`config.mk`:
```
export PLATFORM = sky130hd
export DESIGN_NAME = fetch_unit
export DESIGN_NICKNAME = d
export VERILOG_FILES = /design/src/rtl/fetch_unit.sv
export SDC_FILE = /design/constraint.sdc
export NUM_CORES = 1
export LEC_CHECK = 0
export BUFFER_PORTS_ARGS = -buffer_cell sky130_fd_sc_hd__buf_2
export CAP_MARGIN = 40
export CORE_UTILIZATION = 50
export CTS_CLUSTER_DIAMETER = 80
export DETAILED_ROUTE_END_ITERATION = 10
export GPL_TIMING_DRIVEN = 0
export PLACE_DENSITY = 0.73
export SKIP_CTS_REPAIR_TIMING = 1
export SLEW_MARGIN = 20
export SYNTH_ARGS = -nofsm -noshare
export SYNTH_HDL_FRONTEND = slang
export SYNTH_SLANG_ARGS = --single-unit
```
`constraint.sdc`:
```
create_clock -name clk -period 5.45 [get_ports clk]
set_input_delay 0.2725 -clock clk [delete_from_list [all_inputs] [get_ports clk]]
set_output_delay 0.2725 -clock clk [all_outputs]
set_load 0.02 [all_outputs]
```
`src/rtl/fetch_unit.sv`:
```
// fetch_unit: instruction-fetch stage ahead of the FI/ID register.
// Runs a single-outstanding req/ack handshake to instruction memory, buffers
// returned words in a small {pc,inst} queue, holds the head under decode
// stall, and on redirect flushes the queue and discards any in-flight word.
module fetch_unit #(
    parameter logic [31:0] RESET_PC = 32'h0000_0000,
    parameter int          QDEPTH   = 2
) (
    input  logic        clk,
    input  logic        rst,
    output logic        imem_req,
    output logic [31:0] imem_addr,
    input  logic        imem_ack,
    input  logic [31:0] imem_rdata,
    input  logic        redirect,
    input  logic [31:0] redirect_pc,
    input  logic        stall,
    output logic        inst_valid,
    output logic [31:0] inst,
    output logic [31:0] inst_pc
);

    localparam int          AW    = (QDEPTH > 1) ? $clog2(QDEPTH) : 1;
    localparam logic [AW:0] QFULL = (AW + 1)'(QDEPTH);

    typedef enum logic [1:0] {
        IDLE = 2'd0,
        REQ  = 2'd1,
        DROP = 2'd2
    } state_t;

    state_t        state;
    logic [31:0]   fetch_pc;
    logic [31:0]   drop_addr;
    logic [31:0]   q_pc   [QDEPTH];
    logic [31:0]   q_inst [QDEPTH];
    logic [AW-1:0] wr_ptr;
    logic [AW-1:0] rd_ptr;
    logic [AW:0]   count;
    logic [AW:0]   count_after_pop;
    logic [AW:0]   count_next;
    logic          ack;
    logic          push;
    logic          pop;
    logic          space_idle;
    logic          space_req;
    logic [31:0]   target_pc;

    // Instruction addresses are word aligned; low bits of a target are dropped.
    function automatic logic [31:0] word_align(input logic [31:0] pc);
        return pc & 32'hFFFF_FFFC;
    endfunction

    // Handshake qualification, queue occupancy arithmetic and space decisions.
    // Space is judged after this cycle's pop; the outstanding request is not
    // counted, so a push can never land on a full queue.
    always_comb begin
        ack             = imem_req && imem_ack;
        pop             = inst_valid && !stall && !redirect;
        push            = (state == REQ) && ack && !redirect;
        count_after_pop = count - {{AW{1'b0}}, pop};
        count_next      = count_after_pop + {{AW{1'b0}}, push};
        space_idle      = (count_after_pop < QFULL);
        space_req       = (count_next < QFULL);
        target_pc       = word_align(redirect_pc);
    end

    // Queue head drives the decode side directly from storage registers;
    // nop and zero PC are presented whenever the queue is empty.
    assign inst_valid = (count != '0);
    assign inst       = inst_valid ? q_inst[rd_ptr] : 32'h0;
    assign inst_pc    = inst_valid ? q_pc[rd_ptr]   : 32'h0;

    // While dropping, the abandoned request keeps its original address.
    assign imem_addr  = (state == DROP) ? drop_addr : fetch_pc;

    // Fetch FSM: owns the request line and the fetch PC.
    always_ff @(posedge clk or negedge rst) begin
        if (!rst) begin
            state    <= IDLE;
            imem_req <= 1'b0;
            fetch_pc <= RESET_PC;
        end else begin
            case (state)
                IDLE: begin
                    if (redirect) begin
                        state    <= REQ;
                        imem_req <= 1'b1;
                        fetch_pc <= target_pc;
                    end else if (space_idle) begin
                        state    <= REQ;
                        imem_req <= 1'b1;
                    end
                end
                REQ: begin
                    if (redirect) begin
                        // Completed word is discarded; an uncompleted one must
                        // still be waited out before the target is requested.
                        fetch_pc <= target_pc;
                        if (!ack) begin
                            state <= DROP;
                        end
                    end else if (ack) begin
                        fetch_pc <= fetch_pc + 32'd4;
                        if (!space_req) begin
                            state    <= IDLE;
                            imem_req <= 1'b0;
                        end
                    end
                end
                DROP: begin
                    if (redirect) begin
                        fetch_pc <= target_pc;
                    end
                    if (ack) begin
                        state <= REQ;
                    end
                end
                default: begin
                    state    <= IDLE;
                    imem_req <= 1'b0;
                end
            endcase
        end
    end

    // Remember the address of a request abandoned by a redirect.
    always_ff @(posedge clk) begin
        if ((state == REQ) && redirect && !ack) begin
            drop_addr <= fetch_pc;
        end
    end

    // Queue pointers and occupancy; redirect empties the queue outright.
    always_ff @(posedge clk or negedge rst) begin
        if (!rst) begin
            wr_ptr <= '0;
            rd_ptr <= '0;
            count  <= '0;
        end else if (redirect) begin
            wr_ptr <= '0;
            rd_ptr <= '0;
            count  <= '0;
        end else begin
            if (push) begin
                wr_ptr <= wr_ptr + 1'b1;
            end
            if (pop) begin
                rd_ptr <= rd_ptr + 1'b1;
            end
            count <= count_next;
        end
    end

    // Queue storage: capture the returned word with the PC it was fetched from.
    always_ff @(posedge clk) begin
        if (push) begin
            q_pc[wr_ptr]   <= fetch_pc;
            q_inst[wr_ptr] <= imem_rdata;
        end
    end

endmodule

```
==> insert_results.sql, run 1 <==
INSERT INTO impl_metrics (metric_group, metric, value, unit) VALUES
('worst_setup_path', 'crit-reg2reg-capture', 'q_inst[0][3]$_DFFE_PP_', ''),
('cells_and_area', 'fin_nets', '896', ''),
('power_and_ir_drop', 'comb_power_share', '0.393', ''),
('cells_and_area', 'multi_input_area', '2710', 'um2'),
('sta', 'worst-slew-pin-transition', '0.837', 'ns'),
('synth', 'yosysUniqueCellTypes', '59', ''),
('worst_setup_path', 'critPathCaptureType', 'output pin', ''),
('worst_setup_path', 'cp_cell_sequence', 'clkbuf_1 > nor2b_1 > clkbuf_1 > mux2_2 > buf_2', ''),
('grt', 'grt_use_met3', '0.0442', ''),
('synth', 'post_synth_inst_count', '636', ''),
('worst_setup_path', 'register_to_register_path_setup_slack', '2.76', 'ns'),
('synth', 'synth-main-ff-cell', 'sky130_fd_sc_hd__edfxtp_1', ''),
('power_and_ir_drop', 'netSwitchingFraction', '0.394', ''),
('power_and_ir_drop', 'sequentialPowerShare', '0.393', ''),
('worst_setup_path', 'rr_startpoint', 'state[1]$_DFFE_PN0P_', ''),
('sta', 'timing.hold.ws', '0.0369', 'ns'),
('grt', 'number_of_antenna_violations_at_the_first_check_in_global_routing', '0', ''),
('cells_and_area', 'layout.cell_area.non_filler', '10300', 'um2'),
('route', 'wirelength', '19.8', 'mm'),
('power_and_ir_drop', 'cellLeakagePower', '0.00389', 'uW'),
('floorplanning', 'core-area', '16500', 'um2'),
('floorplanning', 'die_width', '132', 'um'),
('worst_hold_path', 'hold_end', 'q_inst[0][28]$_DFFE_PP_', ''),
('floorplanning', 'io_pins', '167', ''),
('worst_hold_path', 'hp-class', 'in -> reg', ''),
('clock_network', 'tritoncts', 'yes', ''),
('worst_setup_path', 'highest_net_fanout_along_the_worst_path', '10', ''),
('power_and_ir_drop', 'max-vdd-ir-drop', '0.289', 'mV'),
('grt', 'grt_use_met1', '0.314', ''),
('synth', 'ys.warnings.count', '0', ''),
('route', 'drt-vias-per-instance', '5.73', ''),
('placed_design', 'placed_area', '9640', 'um2'),
('route', 'drc', '0', ''),
('grt', 'grt-busiest-layer', 'met2', ''),
('cells_and_area', 'fill_cells', '1316', ''),
('worst_setup_path', 'reg2reg_depth', '7', ''),
('outcome', 'status', 'finished clean', ''),
('cells_and_area', 'utilization', '0.623', ''),
('synth', 'synth.avg_cell_area', '13.3', 'um2'),
('worst_setup_path', 'worst_path_largest_cell_delay', '0.51', 'ns'),
('route', 'wl_per_cell', '18.8', 'um'),
('grt', 'global_route_total_usage_across_every_layer', '0.234', ''),
('power_and_ir_drop', 'power', '6050', 'uW'),
('sta', 'grt_setup_unrepaired', 'false', ''),
('sta', 'final-setup-viol-count', '0', ''),
('sta', 'min_period', '2.75', 'ns'),
('run', 'max_cap_viol_count', '0', ''),
('clock_network', 'clockRootBuffer', 'sky130_fd_sc_hd__clkbuf_16', ''),
('worst_setup_path', 'cp-start-kind', 'flop', ''),
('route', 'drt_iter0_markers', '436', ''),
('clock_network', 'numCtsBuffers', '17', ''),
('sta', 'max_slew_margin', '0.437', ''),
('sta', 'setup_clock_skew_after_layout', '0.00892', 'ns'),
('floorplanning', 'fp.dieArea', '17400', 'um2'),
('clock_network', 'clock_insertion_delay_worst_skew', '0.42', 'ns'),
('power_and_ir_drop', 'power.internal', '3660', 'uW'),
('sta', 'final_hold_viol_count', '0', ''),
('synth', 'synth_enable_flop_cells', '154', ''),
('grt', 'grt_overflow', '0', ''),
('cells_and_area', 'layout.area.seq', '5550', 'um2'),
('synth', 'seq_area_frac_synth', '0.657', ''),
('worst_hold_path', 'min_from', 'imem_rdata[28]', ''),
('sta', 'max_freq', '363', 'MHz'),
('clock_network', 'worst_setup_hold_path_clk_slew', '0.07', 'ns'),
('sta', 'slew_viol_final', '0', ''),
('grt', 'grt_util_met2', '0.378', ''),
('route', 'drt-pass1-iter-count', '5', ''),
('power_and_ir_drop', 'power.switching', '2380', 'uW'),
('route', 'dr_vias', '6055', ''),
('placed_design', 'weighted_congestion_at_the_end_of_routability_driven_global_placement', '0.877', ''),
('worst_hold_path', 'timing.hold.worst_path_depth', '1', '');
==> flip-flops by register name, summed over array words and instances (netlist names) <==
register / cells
q_inst: 64
q_pc: 60
drop_addr: 30
fetch_pc: 30
count: 2
state: 2
imem_req: 1
rd_ptr: 1
wr_ptr: 1
==> metrics by stage <==
stage	TNS [ns]	setup slack, ns
2_1_floorplan	0	1.32
3_5_place_dp	0	2.44
4_1_cts	0	2.64
6_report	0	2.70
3_3_place_gp	-25.87	-0.421
5_1_grt	0	2.53
==> layout make-up <==
class                   instances  area share
clock buffers                  18      0.0417
well taps                     220      0.0267
clock inverters                14      0.0181
flip-flops and latches        191       0.539
repair buffers                166      0.0913
plain buffers                  44      0.0185
inverters                       6     0.00219
multi-input cells             398       0.263
==> cells in the mapped netlist, drive strengths merged, types with 16 or more instances <==
cell type  instances  area [um2]
a21oi             17        85.1
nand3             26         143
mux2i             63         631
clkbuf            25        93.8
edfxtp           154        4620
dfrtp             37         926
o21ai             16        80.1
buf               19        96.3
nor2              80         300
nand2             32         120
mux2              30         338
==> how the worst max path moves through the flow <==
stage / start / slack, ns / end / cells after the start
floorplan: imem_req$_DFFE_PN0P_ / 1.32 / q_inst[0][0]$_DFFE_PP_ / 4
finish: state[1]$_DFFE_PN0P_ / 2.70 / imem_addr[3] / 5
global route: state[1]$_DFFE_PN0P_ / 2.53 / imem_addr[19] / 5
global placement: redirect / -0.42 / q_pc[0][11]$_DFFE_PP_ / 5
detailed placement: redirect / 2.44 / imem_req$_DFFE_PN0P_ / 11
CTS: state[1]$_DFFE_PN0P_ / 2.64 / imem_addr[3] / 5
==> per-layer routing <==
metal / wire, um / vias up
met5: 0 / -
met4: 342 / 0
met3: 1660 / 27
met2: 9640 / 307
met1: 8200 / 2923
li1: - / 2798
==> kinds of logic (layout without fill, tap and decap cells) <==
kind of cell / count (synthesis) / after routing / share of synthesized area
multiplexers: 93 / 93 / 0.115
other: 1 / 4 / 0.000444
buffers and inverters: 50 / 248 / 0.0252
AND/OR/NAND/NOR: 209 / 209 / 0.124
adder cells (fa/ha/maj): 3 / 3 / 0.00444
XOR/XNOR: 3 / 3 / 0.00474
AO/OA/AOI/OAI: 86 / 86 / 0.0692
flip-flops: 191 / 191 / 0.657
==> worst max-delay path, delay by kind of cell (launching register included) <==
family	cells	cell delay (ns)
buf+inv	3	0.92
mux	1	0.41
simple gates	1	0.41
flops	1	0.32
==> power groups by stage <==
stage                     Combinational, uW  Clock, uW  Sequential, uW
after floorplan                        1620          0            2280
after global placement                 2280          0            2390
after detailed placement               2360          0            2400
after CTS                              2370       1310            2370
after global routing                   2570       1370            2420
final                                  2370       1290            2380
Power figures use the tool's default switching activity.
==> inputs of run 2 (changes only) <==
Settings changed: PLACE_DENSITY 0.73 to 0.76.
Clock period 5.45 ns to 2.34 ns, I/O delays scaled along.
==> run 2 against run 1 <==
  * Non-clock buffer count rose by 43
  * Core utilization rose by 3.0 points
  * Largest power group is now combinational logic
  * Flip-flop and latch count did not move
  * Die area did not move
  * Clock power rose by 120%
  * Worst setup slack got worse by 2.6 ns
  * Design area rose by 4.8%
  * First-iteration DRC count fell by 1.4%
  * Register-to-register slack got worse by 2.7 ns
  * The run now ends with negative hold slack left
  * Cell count rose by 4.1%
==> insert_results.sql, run 2 (synthesis results as in run 1) <==
INSERT INTO impl_metrics (metric_group, metric, value, unit) VALUES
('outcome', 'status', 'complete, but fails checks', ''),
('outcome', 'violated_checks', 'negative hold slack', ''),
('grt', 'global_route_total_usage_across_every_layer', '0.226', ''),
('placed_design', 'weighted_congestion_at_the_end_of_routability_driven_global_placement', '0.881', ''),
('clock_network', 'worst_setup_hold_path_clk_slew', '0.07', 'ns'),
('clock_network', 'tritoncts', 'yes', ''),
('worst_hold_path', 'hold_end', 'fetch_pc[7]$_DFFE_PN0P_', ''),
('power_and_ir_drop', 'cellLeakagePower', '0.00410', 'uW'),
('sta', 'worst-slew-pin-transition', '0.787', 'ns'),
('cells_and_area', 'fin_nets', '939', ''),
('run', 'max_cap_viol_count', '0', ''),
('floorplanning', 'floorplan.die.height', '132', 'um'),
('cells_and_area', 'registers.top_by_ff_count', 'q_inst', ''),
('sta', 'max_slew_margin', '0.474', ''),
('cells_and_area', 'utilization', '0.653', ''),
('worst_hold_path', 'timing.hold.worst_path_depth', '3', ''),
('worst_hold_path', 'min_from', 'redirect_pc[7]', ''),
('floorplanning', 'initial_utilization', '0.511', ''),
('route', 'dr_vias', '6153', ''),
('worst_setup_path', 'register_to_register_path_setup_slack', '0.08', 'ns'),
('sta', 'min_period', '2.26', 'ns'),
('sta', 'slew_viol_final', '0', ''),
('floorplanning', 'die_width', '132', 'um'),
('clock_network', 'cts_max_path_buffers', '2', ''),
('route', 'wirelength', '20.0', 'mm'),
('cells_and_area', 'largest_reg_flops', '64', ''),
('floorplanning', 'io_pins', '167', ''),
('worst_setup_path', 'highest_net_fanout_along_the_worst_path', '10', ''),
('grt', 'grt_pass1_wl', '30.1', 'mm'),
('route', 'drc', '0', ''),
('sta', 'final-setup-viol-count', '0', ''),
('sta', 'setup_clock_skew_after_layout', '0.00906', 'ns'),
('power_and_ir_drop', 'power', '14100', 'uW'),
('cells_and_area', 'layoutNonFillerInstCount', '1100', ''),
('sta', 'grt_setup_unrepaired', 'true', ''),
('floorplanning', 'num_rows', '47', ''),
('worst_setup_path', 'rr_startpoint', 'state[1]$_DFFE_PN0P_', ''),
('grt', 'first_global_vias', '5672', ''),
('worst_setup_path', 'criticalPathCategory', 'reg -> reg', ''),
('route', 'antenna_left', '0', ''),
('worst_setup_path', 'timing.critical_path.arrival', '2.58', 'ns'),
('grt', 'number_of_antenna_violations_at_the_first_check_in_global_routing', '0', ''),
('clock_network', 'tritoncts_num_sinks', '191', ''),
('sta', 'max_freq', '442', 'MHz'),
('placed_design', 'dp_cells', '1023', ''),
('worst_setup_path', 'critPathCaptureType', 'flop', ''),
('route', 'drt_iter0_markers', '430', ''),
('clock_network', 'numCtsBuffers', '17', ''),
('worst_setup_path', 'cp_cell_sequence', 'clkbuf_1 > nand2_1 > o21ai_1 > clkbuf_2 > nor3_1 > nor3_1', ''),
('grt', 'grt_overflow', '0', ''),
('worst_setup_path', 'worst_path_largest_cell_delay', '0.49', 'ns'),
('worst_setup_path', 'crit-reg2reg-capture', 'fetch_pc[29]$_DFFE_PN0P_', ''),
('worst_setup_path', 'reg2reg_depth', '6', ''),
('placed_design', 'port_buffers', '159', ''),
('floorplanning', 'fp.dieArea', '17400', 'um2'),
('sta', 'timing.hold.ws', '-0.0118', 'ns'),
('sta', 'final_hold_viol_count', '2', ''),
('worst_setup_path', 'cp_data_required_time', '2.66', 'ns'),
('clock_network', 'clock_insertion_delay_worst_skew', '0.43', 'ns'),
('worst_setup_path', 'cp-start-kind', 'flop', ''),
('worst_setup_path', 'timing.critical_path.mode_cell', 'sky130_fd_sc_hd__nor3_1', ''),
('power_and_ir_drop', 'max-vdd-ir-drop', '0.663', 'mV'),
('sta', 'final_min_period_over_clock_period', '0.966', ''),
('power_and_ir_drop', 'power-per-cell-area', '1310', 'nW/um2'),
('worst_hold_path', 'hp-class', 'in -> reg', ''),
('cells_and_area', 'antenna_diode_count', '0', ''),
('placed_design', 'post-dp-hpwl', '13.2', 'mm'),
('cells_and_area', 'final_layout_size_suffix_gt1_frac', '0.306', ''),
('cells_and_area', 'flow.area_growth_from_synthesis', '27.8', '%'),
('route', 'drt-vias-per-instance', '5.59', ''),
('route', 'wl_per_cell', '18.2', 'um'),
('clock_network', 'clockRootBuffer', 'sky130_fd_sc_hd__clkbuf_16', ''),
('cells_and_area', 'final_common_cell', 'sky130_fd_sc_hd__buf_2', ''),
('cells_and_area', 'reg_top3', 'q_inst (64), q_pc (60)', ''),
('route', 'drt-pass1-iter-count', '5', ''),
('floorplanning', 'core-area', '16500', 'um2'),
('grt', 'maximum_number_of_pins_on_one_net_before_global_route_repair', '39', ''),
('cells_and_area', 'mostFrequentLayoutCells', 'sky130_fd_sc_hd__buf_2, sky130_fd_sc_hd__edfxtp_1, sky130_fd_sc_hd__nor2_1', ''),
('clock_network', 'cts-htree-levels', '4', ''),
('worst_setup_path', 'crit_path_top_delay_cell', 'sky130_fd_sc_hd__o21ai_1', '');
[run 2: how the worst max path moves through the flow]
stage,to,startpoint
4_1_cts,imem_addr[16],state[1]$_DFFE_PN0P_
3_3_place_gp,q_pc[0][11]$_DFFE_PP_,state[1]$_DFFE_PN0P_
3_5_place_dp,imem_req$_DFFE_PN0P_,redirect
6_report,fetch_pc[29]$_DFFE_PN0P_,state[1]$_DFFE_PN0P_
2_1_floorplan,q_inst[0][0]$_DFFE_PP_,state[1]$_DFFE_PN0P_
5_1_grt,fetch_pc[20]$_DFFE_PN0P_,fetch_pc[2]$_DFFE_PN0P_
[run 2: cell type report]
type / instances / area, um2
Timing Repair Buffer: 210 / 1390
Clock inverter: 11 / 130
Clock buffer: 21 / 460
Fill cell: 1266 / 5730
Tap cell: 220 / 275
Sequential cell: 191 / 5550
Buffer: 43 / 218
Inverter: 6 / 25.0
Multi-Input combinational cell: 398 / 2750
[run 2: worst max-delay path, delay by kind of cell, from the launching register on]
kind            cells  cell delay, ns
compound gates      1            0.49
simple gates        3            0.70
flops               1            0.32
buf+inv             2            0.64
[run 2: routing by layer]
| layer | track usage | wire length, um |
|---|---|---|
| met2 | 0.355 | 9760 |
| met5 | 0 | 0 |
| met1 | 0.302 | 8490 |
| met3 | 0.0546 | 1390 |
| met4 | 0.0924 | 391 |
[run 2: per-stage QoR]
stage / area (um2) / TNS (ns) / setup slack (ns) / hold slack [ns]
after global routing: 10800 / -0.192 / -0.0455 / 0.0110
after global placement: 9550 / -62.48 / -0.745 / 0.278
after detailed placement: 9670 / -8.51 / -0.516 / 0.115
after floorplan: 8470 / 0 / 0.000907 / -0.179
final: 10800 / 0 / 0.0789 / -0.0118
after CTS: 10300 / -28.73 / -0.384 / -0.347
[run 2: where the power goes]
part,switching (uW),internal (uW)
sequential,834,4730
combinational,3550,2120
clock,1230,1640
==> inputs of run 3 (changes only) <==
--- a/config.mk
+++ b/config.mk
@@ -12,5 +12,5 @@
 export DETAILED_ROUTE_END_ITERATION = 10
 export GPL_TIMING_DRIVEN = 0
-export PLACE_DENSITY = 0.76
+export PLACE_DENSITY = 0.73
 export SKIP_CTS_REPAIR_TIMING = 1
 export SLEW_MARGIN = 20
==> constraint.sdc (replaced) <==
create_clock -name clk -period 2.6 [get_ports clk]
set_input_delay 0 -clock clk [delete_from_list [all_inputs] [get_ports clk]]
set_output_delay 0 -clock clk [all_outputs]
set_load 0.02 [all_outputs]
==> run 3 against run 2 <==
  * The flow still finishes with violations (negative hold slack)
  * Non-clock buffer count grew 19
  * Design area grew 1.0%
  * Combinational power shrank 10%
  * Wire length grew 1.6%
  * Global-route usage grew 0.91 points
  * Register-to-register slack gained 0.06 ns
  * Clock-buffer cell count shrank 3
  * Flip-flop and latch count is the same
  * Worst setup slack gained 0.050 ns
  * Highest routed layer unchanged
==> insert_results.sql, run 3 (synthesis results as in run 1) <==
INSERT INTO impl_metrics (metric_group, metric, value, unit) VALUES
('floorplanning', 'fp.dieArea', '17400', 'um2'),
('grt', 'grt_pass1_wl', '31.4', 'mm'),
('route', 'wl_per_cell', '18.2', 'um'),
('grt', 'maximum_number_of_pins_on_one_net_before_global_route_repair', '46', ''),
('outcome', 'violated_checks', 'negative hold slack', ''),
('cells_and_area', 'reg_top3', 'q_inst (64), q_pc (60)', ''),
('worst_setup_path', 'worst_path_largest_cell_delay', '0.51', 'ns'),
('run', 'max_cap_viol_count', '0', ''),
('cells_and_area', 'registers.top_by_ff_count', 'q_inst', ''),
('grt', 'first_global_vias', '6009', ''),
('clock_network', 'tritoncts_num_sinks', '191', ''),
('clock_network', 'worst_setup_hold_path_clk_slew', '0.07', 'ns'),
('floorplanning', 'core-area', '16500', 'um2'),
('clock_network', 'clockRootBuffer', 'sky130_fd_sc_hd__clkbuf_16', ''),
('sta', 'final_min_period_over_clock_period', '0.950', ''),
('worst_setup_path', 'cp_cell_sequence', 'clkbuf_1 > nor2b_1 > clkbuf_2 > mux2_2 > buf_2', ''),
('grt', 'global_route_total_usage_across_every_layer', '0.235', ''),
('outcome', 'status', 'complete, but fails checks', ''),
('route', 'antenna_left', '0', ''),
('route', 'drt-pass1-iter-count', '8', ''),
('worst_setup_path', 'crit_path_top_delay_cell', 'sky130_fd_sc_hd__nor2b_1', ''),
('sta', 'slew_viol_final', '0', ''),
('sta', 'worst-slew-pin-transition', '0.856', 'ns'),
('sta', 'max_slew_margin', '0.428', ''),
('cells_and_area', 'largest_reg_flops', '64', ''),
('worst_setup_path', 'highest_net_fanout_along_the_worst_path', '10', ''),
('cells_and_area', 'layoutNonFillerInstCount', '1119', ''),
('placed_design', 'dp_cells', '1023', ''),
('clock_network', 'cts_max_path_buffers', '2', ''),
('route', 'drt-vias-per-instance', '5.61', ''),
('grt', 'grt_util_met2', '0.388', ''),
('floorplanning', 'io_pins', '167', ''),
('placed_design', 'port_buffers', '159', ''),
('worst_setup_path', 'timing.critical_path.arrival', '2.47', 'ns'),
('cells_and_area', 'fill_cells', '1260', ''),
('route', 'drt_iter0_markers', '634', ''),
('clock_network', 'cts-htree-levels', '4', ''),
('floorplanning', 'num_rows', '47', ''),
('clock_network', 'clock_insertion_delay_worst_skew', '0.43', 'ns'),
('grt', 'grt_use_met3', '0.0469', ''),
('cells_and_area', 'flow.area_growth_from_synthesis', '29.1', '%'),
('worst_hold_path', 'hp-class', 'in -> reg', ''),
('grt', 'grt_use_met1', '0.308', ''),
('floorplanning', 'floorplan.die.height', '132', 'um'),
('cells_and_area', 'fin_nets', '958', ''),
('sta', 'timing.hold.ws', '-0.0185', 'ns'),
('floorplanning', 'die_width', '132', 'um'),
('clock_network', 'tritoncts', 'yes', ''),
('floorplanning', 'initial_utilization', '0.511', ''),
('power_and_ir_drop', 'max-vdd-ir-drop', '0.589', 'mV'),
('route', 'wirelength', '20.3', 'mm'),
('worst_setup_path', 'cp_data_required_time', '2.60', 'ns'),
('placed_design', 'weighted_congestion_at_the_end_of_routability_driven_global_placement', '0.879', ''),
('sta', 'setup_clock_skew_after_layout', '0.00869', 'ns'),
('power_and_ir_drop', 'power-per-cell-area', '1160', 'nW/um2'),
('sta', 'fin_setup_tns', '0', 'ns'),
('power_and_ir_drop', 'cellLeakagePower', '0.00413', 'uW'),
('grt', 'grt_overflow', '0', ''),
('placed_design', 'post-dp-hpwl', '13.8', 'mm'),
('sta', 'grt_setup_unrepaired', 'true', ''),
('clock_network', 'numCtsBuffers', '17', ''),
('cells_and_area', 'antenna_diode_count', '0', ''),
('worst_setup_path', 'cp-start-kind', 'flop', ''),
('sta', 'final-setup-viol-count', '0', ''),
('grt', 'number_of_antenna_violations_at_the_first_check_in_global_routing', '0', ''),
('cells_and_area', 'mostFrequentLayoutCells', 'sky130_fd_sc_hd__buf_2, sky130_fd_sc_hd__edfxtp_1, sky130_fd_sc_hd__nor2_1', ''),
('grt', 'grt-busiest-layer', 'met2', ''),
('worst_setup_path', 'critPathCaptureType', 'output pin', ''),
('sta', 'min_period', '2.47', 'ns'),
('worst_setup_path', 'criticalPathCategory', 'reg -> out', ''),
('route', 'dr_vias', '6281', ''),
('route', 'drc', '0', ''),
('cells_and_area', 'final_common_cell', 'sky130_fd_sc_hd__buf_2', ''),
('cells_and_area', 'final_layout_size_suffix_gt1_frac', '0.285', ''),
('sta', 'max_freq', '405', 'MHz'),
('sta', 'final_hold_viol_count', '2', '');
run 3: cell types whose count changed in the layout (fill, tap and decap cells not counted), sizes merged:
cell         change
buf              +2
clkinvlp         +1
clkbuf           -3
inv              -3
dlygate4sd3     +17
clkinv           +5
run 3: worst paths after layout:
check,start,end,slack [ns],cells past startpoint
hold / removal,redirect_pc[22],fetch_pc[22]$_DFFE_PN0P_,-0.02,4
setup reg to reg,state[1]$_DFFE_PN0P_,imem_req$_DFFE_PN0P_,0.14,10
max in group asynchronous,rst,fetch_pc[15]$_DFFE_PN0P_,2.05,3
min in group asynchronous,rst,fetch_pc[23]$_DFFE_PN0P_,0.07,2
setup / recovery,state[1]$_DFFE_PN0P_,imem_addr[16],0.13,5
hold reg to reg,fetch_pc[15]$_DFFE_PN0P_,q_pc[1][15]$_DFFE_PP_,0.50,0
run 3: routing by layer:
layer,routed length [um],share of wire,vias to the layer above
met5,0,0,-
met4,359,0.018,0
met3,1530,0.075,38
met2,10100,0.50,283
met1,8380,0.41,3045
li1,-,-,2915
run 3: cell type report:
cell class | count | area, um2 | share of cell area
Inverter | 6 | 22.5 | 0.00207
Timing Repair Buffer | 228 | 1560 | 0.143
Sequential cell | 191 | 5550 | 0.509
Buffer | 44 | 200 | 0.0184
Tap cell | 220 | 275 | 0.0252
Multi-Input combinational cell | 398 | 2720 | 0.250
Clock inverter | 14 | 143 | 0.0131
Clock buffer | 18 | 429 | 0.0394
run 3: power breakdown:
| part | internal, uW | switching [uW] |
|---|---|---|
| Sequential | 4260 | 732 |
| Combinational | 1890 | 3210 |
| Clock | 1410 | 1110 |
run 3: worst max-delay path: cells and delay by family, from the launching register on:
family                 cells  cell delay, ns
buffers and inverters      3            0.81
flip-flops                 1            0.33
multiplexers               1            0.38
AND/OR/NAND/NOR            1            0.51
run 3: per-stage QoR:
| step | util | setup WS (ns) | cell area (um2) | total power (uW) |
|---|---|---|---|---|
| 2_1_floorplan | - | 0.127 | 8470 | 8170 |
| 3_3_place_gp | 0.577 | -0.637 | 9540 | 9750 |
| 3_5_place_dp | 0.585 | -0.170 | 9670 | 10000 |
| 4_1_cts | 0.620 | -0.188 | 10200 | 12500 |
| 5_1_grt | 0.660 | -0.0000913 | 10900 | 13200 |
| 6_report | 0.660 | 0.129 | 10900 | 12600 |
